<file path="src/rtl/tetris_pkg.sv">
// rtl/tetris_pkg.sv - shared playfield grid constants
package tetris_pkg;

    localparam int GRID_COLS   = 10;
    localparam int GRID_ROWS   = 20;
    localparam int CELL_W      = 8;
    localparam int GRID_ADDR_W = 8;

    localparam logic [CELL_W-1:0] EMPTY_CELL = '0;

endpackage

</file>
<file path="src/rtl/line_clear_engine_if.sv">
// rtl/line_clear_engine_if.sv - grid memory write/read port A bundle
interface line_clear_engine_if import tetris_pkg::*; #(
    parameter int ADDR_W = GRID_ADDR_W,
    parameter int DATA_W = CELL_W
);

    logic [ADDR_W-1:0] mem_addr;
    logic [DATA_W-1:0] mem_data;
    logic              mem_we;
    logic [DATA_W-1:0] mem_q;

    modport master (
        output mem_addr,
        output mem_data,
        output mem_we,
        input  mem_q
    );

    modport slave (
        input  mem_addr,
        input  mem_data,
        input  mem_we,
        output mem_q
    );

endinterface

</file>
<file path="src/rtl/grid_addr_gen.sv">
// rtl/grid_addr_gen.sv - (row, col) to linear grid address
module grid_addr_gen import tetris_pkg::*; #(
    parameter int COLS   = GRID_COLS,
    parameter int ADDR_W = GRID_ADDR_W
) (
    input  logic [4:0]        row_i,
    input  logic [3:0]        col_i,
    output logic [ADDR_W-1:0] addr_o
);

    // ROWS*COLS fits the address width, so the product never wraps
    assign addr_o = ADDR_W'(row_i) * ADDR_W'(COLS) + ADDR_W'(col_i);

endmodule

</file>
<file path="src/rtl/line_clear_engine.sv">
// rtl/line_clear_engine.sv - post-lock full-row detect and collapse sequencer
module line_clear_engine import tetris_pkg::*; #(
    parameter int COLS   = GRID_COLS,
    parameter int ROWS   = GRID_ROWS,
    parameter int DATA_W = CELL_W,
    parameter int ADDR_W = GRID_ADDR_W
) (
    input  logic                 clk,
    input  logic                 reset,
    input  logic                 start,
    output logic                 busy,
    output logic                 done,
    output logic [4:0]           lines_cleared,
    line_clear_engine_if.master  mem
);

    typedef enum logic [2:0] {
        IDLE, SCAN_RD, SCAN_CHK, SHIFT_RD, SHIFT_WR, CLR_TOP, FIN
    } state_e;

    localparam logic [4:0] ROW_LAST  = 5'(ROWS - 1);
    localparam logic [3:0] COL_LAST  = 4'(COLS - 1);
    localparam logic [4:0] LINES_MAX = 5'(ROWS);

    state_e     state_q, state_d;
    logic [4:0] row_q, row_d;
    logic [3:0] col_q, col_d;
    logic [4:0] r_q, r_d;
    logic [4:0] lines_q, lines_d;
    logic [4:0] addr_row;
    logic [3:0] addr_col;

    always_ff @(posedge clk) begin
        if (reset) begin
            state_q <= IDLE;
            row_q   <= '0;
            col_q   <= '0;
            r_q     <= '0;
            lines_q <= '0;
        end else begin
            state_q <= state_d;
            row_q   <= row_d;
            col_q   <= col_d;
            r_q     <= r_d;
            lines_q <= lines_d;
        end
    end

    // col_q doubles as the column index of the shift and top-clear loops
    always_comb begin
        state_d      = state_q;
        row_d        = row_q;
        col_d        = col_q;
        r_d          = r_q;
        lines_d      = lines_q;
        addr_row     = '0;
        addr_col     = '0;
        mem.mem_we   = 1'b0;
        mem.mem_data = DATA_W'(EMPTY_CELL);
        case (state_q)
            IDLE: begin
                if (start) begin
                    state_d = SCAN_RD;
                    row_d   = ROW_LAST;
                    col_d   = '0;
                    lines_d = '0;
                end
            end
            SCAN_RD: begin
                addr_row = row_q;
                addr_col = col_q;
                state_d  = SCAN_CHK;
            end
            SCAN_CHK: begin
                addr_row = row_q;
                addr_col = col_q;
                if (mem.mem_q == DATA_W'(EMPTY_CELL)) begin
                    if (row_q == '0) begin
                        state_d = FIN;
                    end else begin
                        row_d   = row_q - 5'd1;
                        col_d   = '0;
                        state_d = SCAN_RD;
                    end
                end else if (col_q != COL_LAST) begin
                    col_d   = col_q + 4'd1;
                    state_d = SCAN_RD;
                end else begin
                    if (lines_q != LINES_MAX) begin
                        lines_d = lines_q + 5'd1;
                    end
                    r_d     = row_q;
                    col_d   = '0;
                    state_d = (row_q != '0) ? SHIFT_RD : CLR_TOP;
                end
            end
            SHIFT_RD: begin
                addr_row = r_q - 5'd1;
                addr_col = col_q;
                state_d  = SHIFT_WR;
            end
            SHIFT_WR: begin
                addr_row     = r_q;
                addr_col     = col_q;
                mem.mem_we   = 1'b1;
                mem.mem_data = mem.mem_q;
                if (col_q != COL_LAST) begin
                    col_d   = col_q + 4'd1;
                    state_d = SHIFT_RD;
                end else begin
                    col_d   = '0;
                    r_d     = r_q - 5'd1;
                    state_d = (r_q != 5'd1) ? SHIFT_RD : CLR_TOP;
                end
            end
            CLR_TOP: begin
                addr_col   = col_q;
                mem.mem_we = 1'b1;
                if (col_q != COL_LAST) begin
                    col_d = col_q + 4'd1;
                end else begin
                    // the row that dropped into row_q may itself be full
                    col_d   = '0;
                    state_d = SCAN_RD;
                end
            end
            FIN: begin
                state_d = IDLE;
            end
            default: begin
                state_d = IDLE;
            end
        endcase
    end

    grid_addr_gen #(
        .COLS   (COLS),
        .ADDR_W (ADDR_W)
    ) u_addr_gen (
        .row_i  (addr_row),
        .col_i  (addr_col),
        .addr_o (mem.mem_addr)
    );

    assign busy          = (state_q != IDLE) && (state_q != FIN);
    assign done          = (state_q == FIN);
    assign lines_cleared = lines_q;

endmodule

</file>
<file path="src/flat_wrapper.sv">
// flat-port wrapper written by rule: the top's interface ports become plain ports
module line_clear_engine_flat import tetris_pkg::*;
#(
    parameter int COLS   = GRID_COLS,
    parameter int ROWS   = GRID_ROWS,
    parameter int DATA_W = CELL_W,
    parameter int ADDR_W = GRID_ADDR_W
)
  (clk, reset, start, busy, done, lines_cleared, mem_mem_addr, mem_mem_data, mem_mem_we, mem_mem_q);
  line_clear_engine_if #(.ADDR_W(ADDR_W), .DATA_W(DATA_W)) mem_i ();
  input  logic clk;
  input  logic reset;
  input  logic start;
  output logic busy;
  output logic done;
  output logic [4:0] lines_cleared;
  output wire logic [$bits(mem_i.mem_addr)-1:0] mem_mem_addr;
  output wire logic [$bits(mem_i.mem_data)-1:0] mem_mem_data;
  output wire logic [$bits(mem_i.mem_we)-1:0] mem_mem_we;
  input wire logic [$bits(mem_i.mem_q)-1:0] mem_mem_q;
  assign mem_mem_addr = mem_i.mem_addr;
  assign mem_mem_data = mem_i.mem_data;
  assign mem_mem_we = mem_i.mem_we;
  assign mem_i.mem_q = mem_mem_q;
  line_clear_engine #(.COLS(COLS), .ROWS(ROWS), .DATA_W(DATA_W), .ADDR_W(ADDR_W)) u_core (.clk(clk), .reset(reset), .start(start), .busy(busy), .done(done), .lines_cleared(lines_cleared), .mem(mem_i));
endmodule
</file>
<file path="config.mk">
export PLATFORM = sky130hd
export DESIGN_NAME = line_clear_engine_flat
export DESIGN_NICKNAME = d
export VERILOG_FILES = /design/src/rtl/tetris_pkg.sv /design/src/rtl/line_clear_engine_if.sv /design/src/rtl/grid_addr_gen.sv /design/src/rtl/line_clear_engine.sv /design/src/flat_wrapper.sv
export SDC_FILE = /design/constraint.sdc
export NUM_CORES = 1
export LEC_CHECK = 0
export ABC_CLOCK_PERIOD_IN_PS = 3500
export BUFFER_PORTS_ARGS = -buffer_cell sky130_fd_sc_hd__buf_4
export CORE_MARGIN = 2
export CORE_UTILIZATION = 50
export CTS_BUF_LIST = sky130_fd_sc_hd__clkbuf_16
export DETAILED_ROUTE_END_ITERATION = 12
export PLACE_DENSITY = 0.75
export RECOVER_POWER = 50
export SYNTH_ARGS = -nofsm -noshare
export SYNTH_HDL_FRONTEND = slang
export SYNTH_SLANG_ARGS = --single-unit
export TNS_END_PERCENT = 20
</file>
<file path="constraint.sdc">
create_clock -name clk -period 3.5 [get_ports clk]
set_input_delay 0.7 -clock clk [delete_from_list [all_inputs] [get_ports clk]]
set_output_delay 0.7 -clock clk [all_outputs]
set_load 0.02 [all_outputs]
</file>
# Yosys cells after proc, flatten, opt, wreduce, memory -nomap -nowiden
# Index checks and enable logic that the tools add are counted.
[word_totals]
inputBits = 11
out_inout_bits = 24
regBits = 22
elab_cells = 78
[op_classes]
n_mul = 1
n_eq_ne = 19
reduce_logical = 17
n_mux = 31
n_addsub = 5
[op_table]
columns = ["op", "n"]
rows = [
  ["5-bit two-way mux", 10],
  ["5-bit one-hot mux with 2 select lines", 3],
  ["3-bit two-way mux", 8],
  ["4-bit two-way mux", 5],
  ["3-bit one-hot mux with 6 select lines", 1],
  ["5-bit one-hot mux with 3 select lines", 1],
  ["2-bit != test (second input constant)", 6],
  ["4-bit one-hot mux with 3 select lines", 1],
  ["5-bit by 1-bit subtractor with 5-bit output (second input constant)", 2],
  ["3-bit equality test (second input constant)", 3],
  ["8-bit by 4-bit adder with 8-bit output", 1],
  ["8-bit logical NOT", 1],
  ["8-bit two-way mux", 1],
  ["4-bit AND reduction", 2],
  ["5-bit by 3-bit multiplier with 7-bit output (second input constant)", 1],
  ["3-bit by 2-bit equality test with 1-bit output (second input constant)", 2],
  ["3-bit != test (second input constant)", 2],
  ["3-bit nonzero test", 2],
  ["5-bit by 1-bit adder with 5-bit output (second input constant)", 1],
  ["5-bit logical NOT", 1],
  ["5-bit by 1-bit != test with 1-bit output (second input constant)", 1],
  ["5-bit != test (second input constant)", 1],
  ["5-bit AND reduction", 1],
  ["5-bit nonzero test", 1],
  ["other kinds (12)", 15],
]

# Longest topological paths before layout
# Gate-level depths: netlist of run 1.
[depth]
word_depth = 5
depth_mapped = 13
mapped_depth_nobuf = 13

# Cells and area by module
# Synthesis of run 1 repeated with hierarchy kept, for this count alone.
[unflattened]
cells_unflattened = 236
area_unflattened_um2 = 1891.8
[modules_own_cells]
columns = ["module", "area_each_um2", "instances", "cells_per_inst", "seq_area_each_um2"]
rows = [
  ["line_clear_engine", 1620.3, 1, 208, 440.4],
  ["grid_addr_gen", 271.5, 1, 28, 0.0],
]

# Worst setup path after synthesis of run 1
# Ideal clock, no wire load.
[synth_timing]
path_type = "register to output"
start = "reg u_core.state_q[2]"
end = "out mem_mem_addr[7]"
stages_incl_launch_ff = 14
n_path_buf = 3
t_arrival_ps = 3266
path_slack_ps = -466
t_required_ps = 2800
cell_sequence = "dfxtp_1 clkbuf_1 nor3b_1 clkbuf_1 clkbuf_1 nand2_1 o21ai_0 ha_1 ha_1 fa_1 xor2_1 o2111ai_1 xnor2_1 xnor2_1"
[synth_between]
elab_chain_len = 5
word_cells_on_any_way = 11
cone_classes = "1 x add/sub; 1 x mul; 5 x eq/ne; 2 x mux; 2 x reduce/logical"
[synth_rtl]
columns = ["item", "line_no", "text"]
rows = [
  ["start, declared", "line_clear_engine.sv:25", "state_e state_q, state_d;"],
  ["start signal, assigned", "line_clear_engine.sv:41", "state_q <= state_d;"],
  ["3-bit by 1-bit equality test with 1-bit output / 3-bit by 2-bit equality test with 1-bit output (equally long branches)", "line_clear_engine.sv:60", "case (state_q)"],
  ["2-bit OR reduction (no source line)", "--", ""],
  ["5-bit one-hot mux with 3 select lines", "line_clear_engine.sv:60", ""],
  ["5-bit by 3-bit multiplier with 7-bit output", "grid_addr_gen.sv:12", "assign addr_o = ADDR_W'(row_i) * ADDR_W'(COLS) + ADDR_W'(col_i);"],
  ["8-bit by 4-bit adder with 8-bit output *", "grid_addr_gen.sv:12", ""],
  ["end, declared", "flat_wrapper.sv:17", "output wire logic [$bits(mem_i.mem_addr)-1:0] mem_mem_addr;"],
]
# Every way passes the cells marked *; elsewhere a longest branch is shown, timed or not.

# Worst setup path in the final report of run 1
[layout_timing]
start = "reg u_core.r_q[0]"
end = "out mem_mem_addr[7]"
[layout_between]
elab_chain_len = 4
[layout_rtl]
columns = ["item", "line_no", "text"]
rows = [
  ["start, declared", "line_clear_engine.sv:28", "logic [4:0] r_q, r_d;"],
  ["start signal, assigned", "line_clear_engine.sv:44", "r_q <= r_d;"],
  ["5-bit by 1-bit subtractor with 5-bit output", "line_clear_engine.sv:98", "addr_row = r_q - 5'd1;"],
  ["5-bit one-hot mux with 3 select lines *", "line_clear_engine.sv:60", ""],
  ["5-bit by 3-bit multiplier with 7-bit output *", "grid_addr_gen.sv:12", ""],
  ["8-bit by 4-bit adder with 8-bit output *", "grid_addr_gen.sv:12", ""],
]
# Marked as above.

==> run_results.csv, run 1 <==
group,metric,value,unit
setup_path,path_max_fanout,3,
detailed_routing,drt_pre_antenna_iters,4,
setup_path,cp.arrival,3.02,ns
detailed_routing,remaining_drc_errors,0,
synthesis,synthFlopType,"dfxtp_1",
layout,area.growth.synth_to_final,36.5,%
synthesis,synth_edf_count,0,
layout,drive_gt1_frac,0.324,
floorplanning,fp.dieH,67.2,um
sta,min_period,3.72,ns
outcome,violations,"negative setup slack",
global_routing,grt_first_pass_wirelength,8780,um
sta,tightest_slew,0.703,ns
detailed_routing,vias_per_cell,5.83,
place,portBuffers,34,
clock_network,insertion_delay,0.26,ns
synthesis,yosys.cell_count.top_type,"dfxtp_1",
detailed_routing,ant_nets,0,
layout,antenna_cells,0,
floorplanning,io_pins,35,
clock_network,cts_buffers,3,
synthesis,netlist.area_leader.share,0.220,
floorplanning,fp-row-count,22,
synthesis,avgSynthCellArea,7.90,um^2
sta,final_max_slew_viol_count,0,
global_routing,met3_usage,0.0333,
sta,final.setup.tns,-0.293,ns
global_routing,antenna_found_initial,0,
clock_network,h-tree-depth,1,
sta,rsz0062_at_grt,"yes",
floorplanning,dieWidth,67.2,um
setup_path,worst_path_max_delay_cell,"fa_2",
synthesis,yosys.area.top_type,"dfxtp_1",
detailed_routing,vias,2098,
clock_network,clockBufferDepth,2,
clock_network,hold_buffers,0,
place,hpwl,3850,um
setup_path,critical_path_class,"reg -> out",
global_routing,grtUsageMet1,0.321,
setup_path,path_cells,"inv_2 -> ha_4 -> nor3b_4 -> xor2_1 -> a211o_1 -> ha_4 -> fa_2 -> o2111ai_1 -> xnor2_1 -> xnor2_2 -> buf_4",
sta,period_share,1.06,
global_routing,grt_max_degree,33,
synthesis,yosys-top-cells-count,"22 x dfxtp_1, 17 x a21oi_1, 17 x inv_1, 16 x ha_1, 16 x o21ai_0",
sta,clock_skew,0.00172,ns
layout,finalInstanceArea,2730,um^2
global_routing,grt_pass1_vias,1894,
synthesis,synth_cells,253,
sta,slew-limit-headroom,0.527,
floorplanning,core_area,3740,um^2
detailed_routing,wirelength,5360,um
power,peakVddDrop,0.328,mV
setup_path,critical-path-top-delay-family,"adder cells",
clock_network,clk_pin_slew,0.06,ns
synthesis,yosys_register_bits,22,
setup_path,end_kind,"output pin",
place,postPlaceCellArea,2510,um^2
global_routing,met2_usage,0.447,
outcome,status,"finished, violations left",
power,p_per_area,260,nW/um^2
sta,fmax,269,MHz
synthesis,syn_area,2000,um^2
global_routing,top_usage_layer,"met2",
setup_path,cp_data_required_time,2.80,ns
setup_path,cp_num_buf_inv,2,
clock_network,cts.sinks,22,
synthesis,ys_async_sr_fraction,0,
clock_network,root_buffer,"clkbuf_16",
power,power_leakage,1.15,nW
global_routing,grt_overflow,0,
setup_path,critPathMaxStageDelay,0.57,ns
floorplanning,dieArea,4520,um^2
hold_path,hold_class,"reg -> reg",
layout,nets,342,
sta,finalSetupViolCount,2,
floorplanning,start_util,0.534,
synthesis,synthTopCellsByArea,"dfxtp_1 22%, ha_1 10%, a21oi_1 4.3%",
synthesis,ys_types,50,
setup_path,critPathLaunchType,"flop",
place,gp_congestion,0.913,
sta,hold_viol,0,
synthesis,syn_nets,282,
detailed_routing,wl_per_cell,14.9,um
setup_path,critPathMostFrequentCell,"ha_4",
detailed_routing,drt_iter0_markers,105,
sta,fin_ws,-0.223,ns
synthesis,yosys_warnings,0,
sta,holdWs,0.488,ns
synthesis,seq_area_frac_synth,0.220,
clock_network,cts_tree,"built",
run,cap_violations,0,
global_routing,track_usage,0.251,
==> cells by family (layout without fill, tap and decap cells) <==
kind of cell,after synthesis,after routing,synth area share
AOI/OAI and AO/OA,70,70,0.236
xor gates and xnor gates,11,11,0.0482
adders and majority gates,18,18,0.120
buffers and inverters,32,91,0.0601
DFF,22,22,0.220
muxes,9,9,0.0457
and+or+nand+nor,91,91,0.270
==> metal layers <==
metal,wire [um],share of wire,vias up
li1,-,-,1035
met1,2400,0.45,979
met2,2580,0.48,69
met3,265,0.049,15
met4,116,0.022,0
met5,0,0,-
==> final cells by class <==
type,instances,area (um^2)
multi-input combinational,199,1580
inverter,17,63.8
timing repair buffer,70,503
clock inverter,1,3.75
fill,302,1010
tap,48,60.1
clock buffer,3,75.1
sequential,22,445
==> report_power, final <==
group | leakage, nW | internal [W] | switching, W
clock network | 0.0385 | 0.000153 | 0.0000984
logic | 0.935 | 0.0000880 | 0.0000980
registers | 0.180 | 0.000259 | 0.0000141
total | 1.15 | 0.000500 | 0.000210
==> cells in the final DEF, fill, tap and decap left out, types with 4 or more instances in the layout <==
cell type / Yosys / routed
buf_4: 0 / 62
dfxtp_1: 22 / 18
inv_1: 17 / 15
a21oi_1: 17 / 15
o21ai_0: 16 / 15
nand2_1: 14 / 14
nor2_1: 15 / 14
and2_1: 11 / 11
ha_1: 16 / 11
mux2i_1: 8 / 8
nor3_1: 8 / 7
clkbuf_1: 14 / 7
nand3_1: 6 / 6
nand2b_1: 6 / 6
xnor2_1: 7 / 5
or3_1: 5 / 5
a31oi_1: 4 / 4
a211oi_1: 4 / 4
o32ai_1: 4 / 4
ha_4: 0 / 4
dfxtp_2: 0 / 4
==> through the flow <==
stage	std cells	setup WS [ns]	power (W)	util
3_3_place_gp	348	-0.0748	0.000449	0.670
3_5_place_dp	348	-0.152	0.000453	0.670
6_report	360	-0.223	0.000710	0.729
2_1_floorplan	253	0.00556	0.000389	-
4_1_cts	359	-0.190	0.000710	0.728
5_1_grt	360	-0.368	0.000744	0.729
==> flip-flops by register name, summed over array words and instances (netlist names) <==
name / count
u_core.state_q: 3
u_core.r_q: 5
u_core.lines_cleared: 5
u_core.col_q: 4
u_core.row_q: 5
==> worst paths after layout <==
check                     startpoint                      end  slack [ns]  cells after the start
min reg2reg  u_core.lines_cleared[4]  u_core.lines_cleared[4]        0.49                      2
min          u_core.lines_cleared[4]  u_core.lines_cleared[4]        0.49                      2
max                    u_core.r_q[0]          mem_mem_addr[7]       -0.22                     11
max reg2reg        u_core.state_q[1]            u_core.r_q[2]        1.14                      5
==> worst reg2reg max path, stage by stage (launching register included) <==
cell and delay, ns:
dfxtp_2 0.42, buf_4 0.20, or3b_2 0.51, a21oi_1 0.51, o21ai_1 0.30, o32ai_1 0.33
==> what timing repair did <==
| action | in CTS | in global routing |
|---|---|---|
| pin swaps | 12 | 9 |
| setup buffers | 7 | 1 |
| endpoints found under the hold margin | 0 | 0 |
| gates resized for setup | 19 | 5 |
| setup endpoints to repair | 3 | 4 |
Power figures use the tool's default switching activity.
==> inputs of run 2 (changes only) <==
--- a/config.mk
+++ b/config.mk
@@ -8,7 +8,5 @@
 export ABC_CLOCK_PERIOD_IN_PS = 3500
 export BUFFER_PORTS_ARGS = -buffer_cell sky130_fd_sc_hd__buf_4
-export CORE_MARGIN = 2
 export CORE_UTILIZATION = 50
-export CTS_BUF_LIST = sky130_fd_sc_hd__clkbuf_16
 export DETAILED_ROUTE_END_ITERATION = 12
 export PLACE_DENSITY = 0.75
==> constraint.sdc (replaced) <==
create_clock -name clk -period 3.5 [get_ports clk]
set_input_delay 0.7 -clock clk [delete_from_list [all_inputs] [get_ports clk]]
set_output_delay 0.7 -clock clk [all_outputs]
set_load 0.05 [all_outputs]
==> run_results.csv, run 2 (same netlist as run 1, synthesis figures left out) <==
group,metric,value,unit
outcome,status,"finished, violations left",
outcome,violations,"negative setup slack",
power,p_per_area,268,nW/um^2
global_routing,track_usage,0.286,
power,peakVddDrop,0.272,mV
hold_path,hold_class,"reg -> reg",
power,intPower,0.000501,W
clock_network,cts_tree,"built",
global_routing,grt_pass1_vias,2004,
layout,final_common_cell,"buf_4",
floorplanning,fp.dieH,65.2,um
sta,fin_ws,-0.270,ns
global_routing,grt_max_degree,33,
layout,antenna_cells,0,
sta,hold_viol,0,
sta,min_period,3.77,ns
setup_path,critPathLaunchType,"flop",
layout,drive_gt1_frac,0.347,
clock_network,insertion_delay,0.27,ns
clock_network,cts.sinks,22,
layout,n_fill_cell,277,
place,portBuffers,34,
global_routing,grt_overflow,0,
sta,rsz0062_at_grt,"yes",
layout,seq_area,448,um^2
layout,final_cell_mix,"62 x buf_4, 18 x dfxtp_1, 15 x inv_1",
sta,fmax,265,MHz
sta,clock_skew,0.00875,ns
detailed_routing,remaining_drc_errors,0,
sta,finalSetupViolCount,3,
global_routing,met3_usage,0.0469,
floorplanning,dieWidth,65.2,um
run,cap_violations,0,
global_routing,grtUsageMet1,0.330,
setup_path,cp_data_required_time,2.80,ns
power,combPwrFrac,0.292,
floorplanning,start_util,0.534,
global_routing,met2_usage,0.517,
global_routing,grt_first_pass_wirelength,9450,um
detailed_routing,vias_per_cell,5.96,
floorplanning,io_pins,35,
layout,nets,341,
floorplanning,dieArea,4260,um^2
power,seq_power_share,0.370,
detailed_routing,wirelength,5770,um
setup_path,critical_path_class,"reg -> out",
sta,holdWs,0.492,ns
hold_path,holdPathStages,2,
sta,final_max_slew_viol_count,0,
place,gp_congestion,0.899,
clock_network,h-tree-depth,1,
place,place_ws,-0.187,ns
place,hpwl,4030,um
sta,period_share,1.08,
global_routing,antenna_found_initial,0,
setup_path,end_kind,"output pin",
detailed_routing,vias,2139,
place,postPlaceCellArea,2540,um^2
power,p_sw,0.000234,W
global_routing,top_usage_layer,"met2",
layout,finalInstanceArea,2740,um^2
setup_path,r2r_setup_slack,0.93,ns
clock_network,clk_pin_slew,0.09,ns
setup_path,worst-r2r-cell-count,5,
floorplanning,fp-row-count,22,
power,power.share.clock,0.337,
power,power_leakage,1.17,nW
detailed_routing,wl_per_cell,16.1,um
power,p_sw_frac,0.319,
layout,area.growth.synth_to_final,37.0,%
floorplanning,core_area,3740,um^2
clock_network,cts_buffers,3,
setup_path,path_max_fanout,3,
sta,slew-limit-headroom,0.323,
setup_path,cp.arrival,3.07,ns
power,power,0.000735,W
detailed_routing,drt_pre_antenna_iters,4,
detailed_routing,drt_iter0_markers,114,
sta,tightest_slew,1.00,ns
clock_network,clockBufferDepth,2,
clock_network,root_buffer,"clkbuf_8",
detailed_routing,ant_nets,0,
layout,multi_input_area,1590,um^2
run 2: cell count changes in the layout (fill, tap and decap cells not counted), sizes merged:
cell	change
buf	+1
bufinv	+1
clkinv	-1
clkbuf	-2
run 2: metrics by stage:
step	setup TNS (ns)	cells	util
detailed placement	-0.207	349	0.680
floorplan	-0.306	253	-
CTS	-0.395	357	0.734
finish	-0.521	359	0.732
global placement	-0.00307	349	0.680
global route	-0.816	359	0.732
run 2: final timing paths:
check / endpoint / startpoint
setup reg to reg: u_core.row_q[3] / u_core.state_q[1]
hold / removal: u_core.lines_cleared[4] / u_core.lines_cleared[4]
setup / recovery: mem_mem_addr[7] / u_core.r_q[0]
hold reg to reg: u_core.lines_cleared[4] / u_core.lines_cleared[4]
run 2: final cells by class:
type,count,share of cell area
repair buffers,69,0.185
multi-input cells,199,0.580
well taps,48,0.0219
inverters,17,0.0233
clock inverters,1,0.0110
flip-flops and latches,22,0.164
clock buffers,3,0.0151
run 2: worst max-delay path, stage by stage (launching register included):
cell and delay, ns:
dfxtp_2 0.36, inv_2 0.06, ha_4 0.17, xnor2_2 0.13, nor2_1 0.07, a21oi_2 0.19, o22ai_4 0.12, ha_2 0.20
ha_2 0.20, fa_2 0.40, xor2_2 0.20, o2111ai_4 0.15, xnor2_2 0.23, xnor2_2 0.14, buf_6 0.18
run 2: power by group through the flow:
stage | Combinational [W] | Sequential [W] | Clock [W]
3_3_place_gp | 0.000201 | 0.000277 | 0
4_1_cts | 0.000214 | 0.000273 | 0.000249
3_5_place_dp | 0.000205 | 0.000277 | 0
5_1_grt | 0.000233 | 0.000273 | 0.000258
6_report | 0.000215 | 0.000272 | 0.000248
2_1_floorplan | 0.000142 | 0.000274 | 0
run 2: layer usage:
layer  vias up  part of all wire
li1       1043                 -
met1      1018              0.41
met2        60              0.52
met3        18             0.048
met4         0             0.028
met5         -                 0
run 2: timing repair:
| action | 4_1_cts | 5_1_grt |
|---|---|---|
| pin swaps | 12 | 4 |
| gates resized for setup | 21 | 9 |
| hold buffers | 0 | 0 |
| endpoints found under the setup margin | 3 | 4 |
| setup buffers | 4 | 2 |
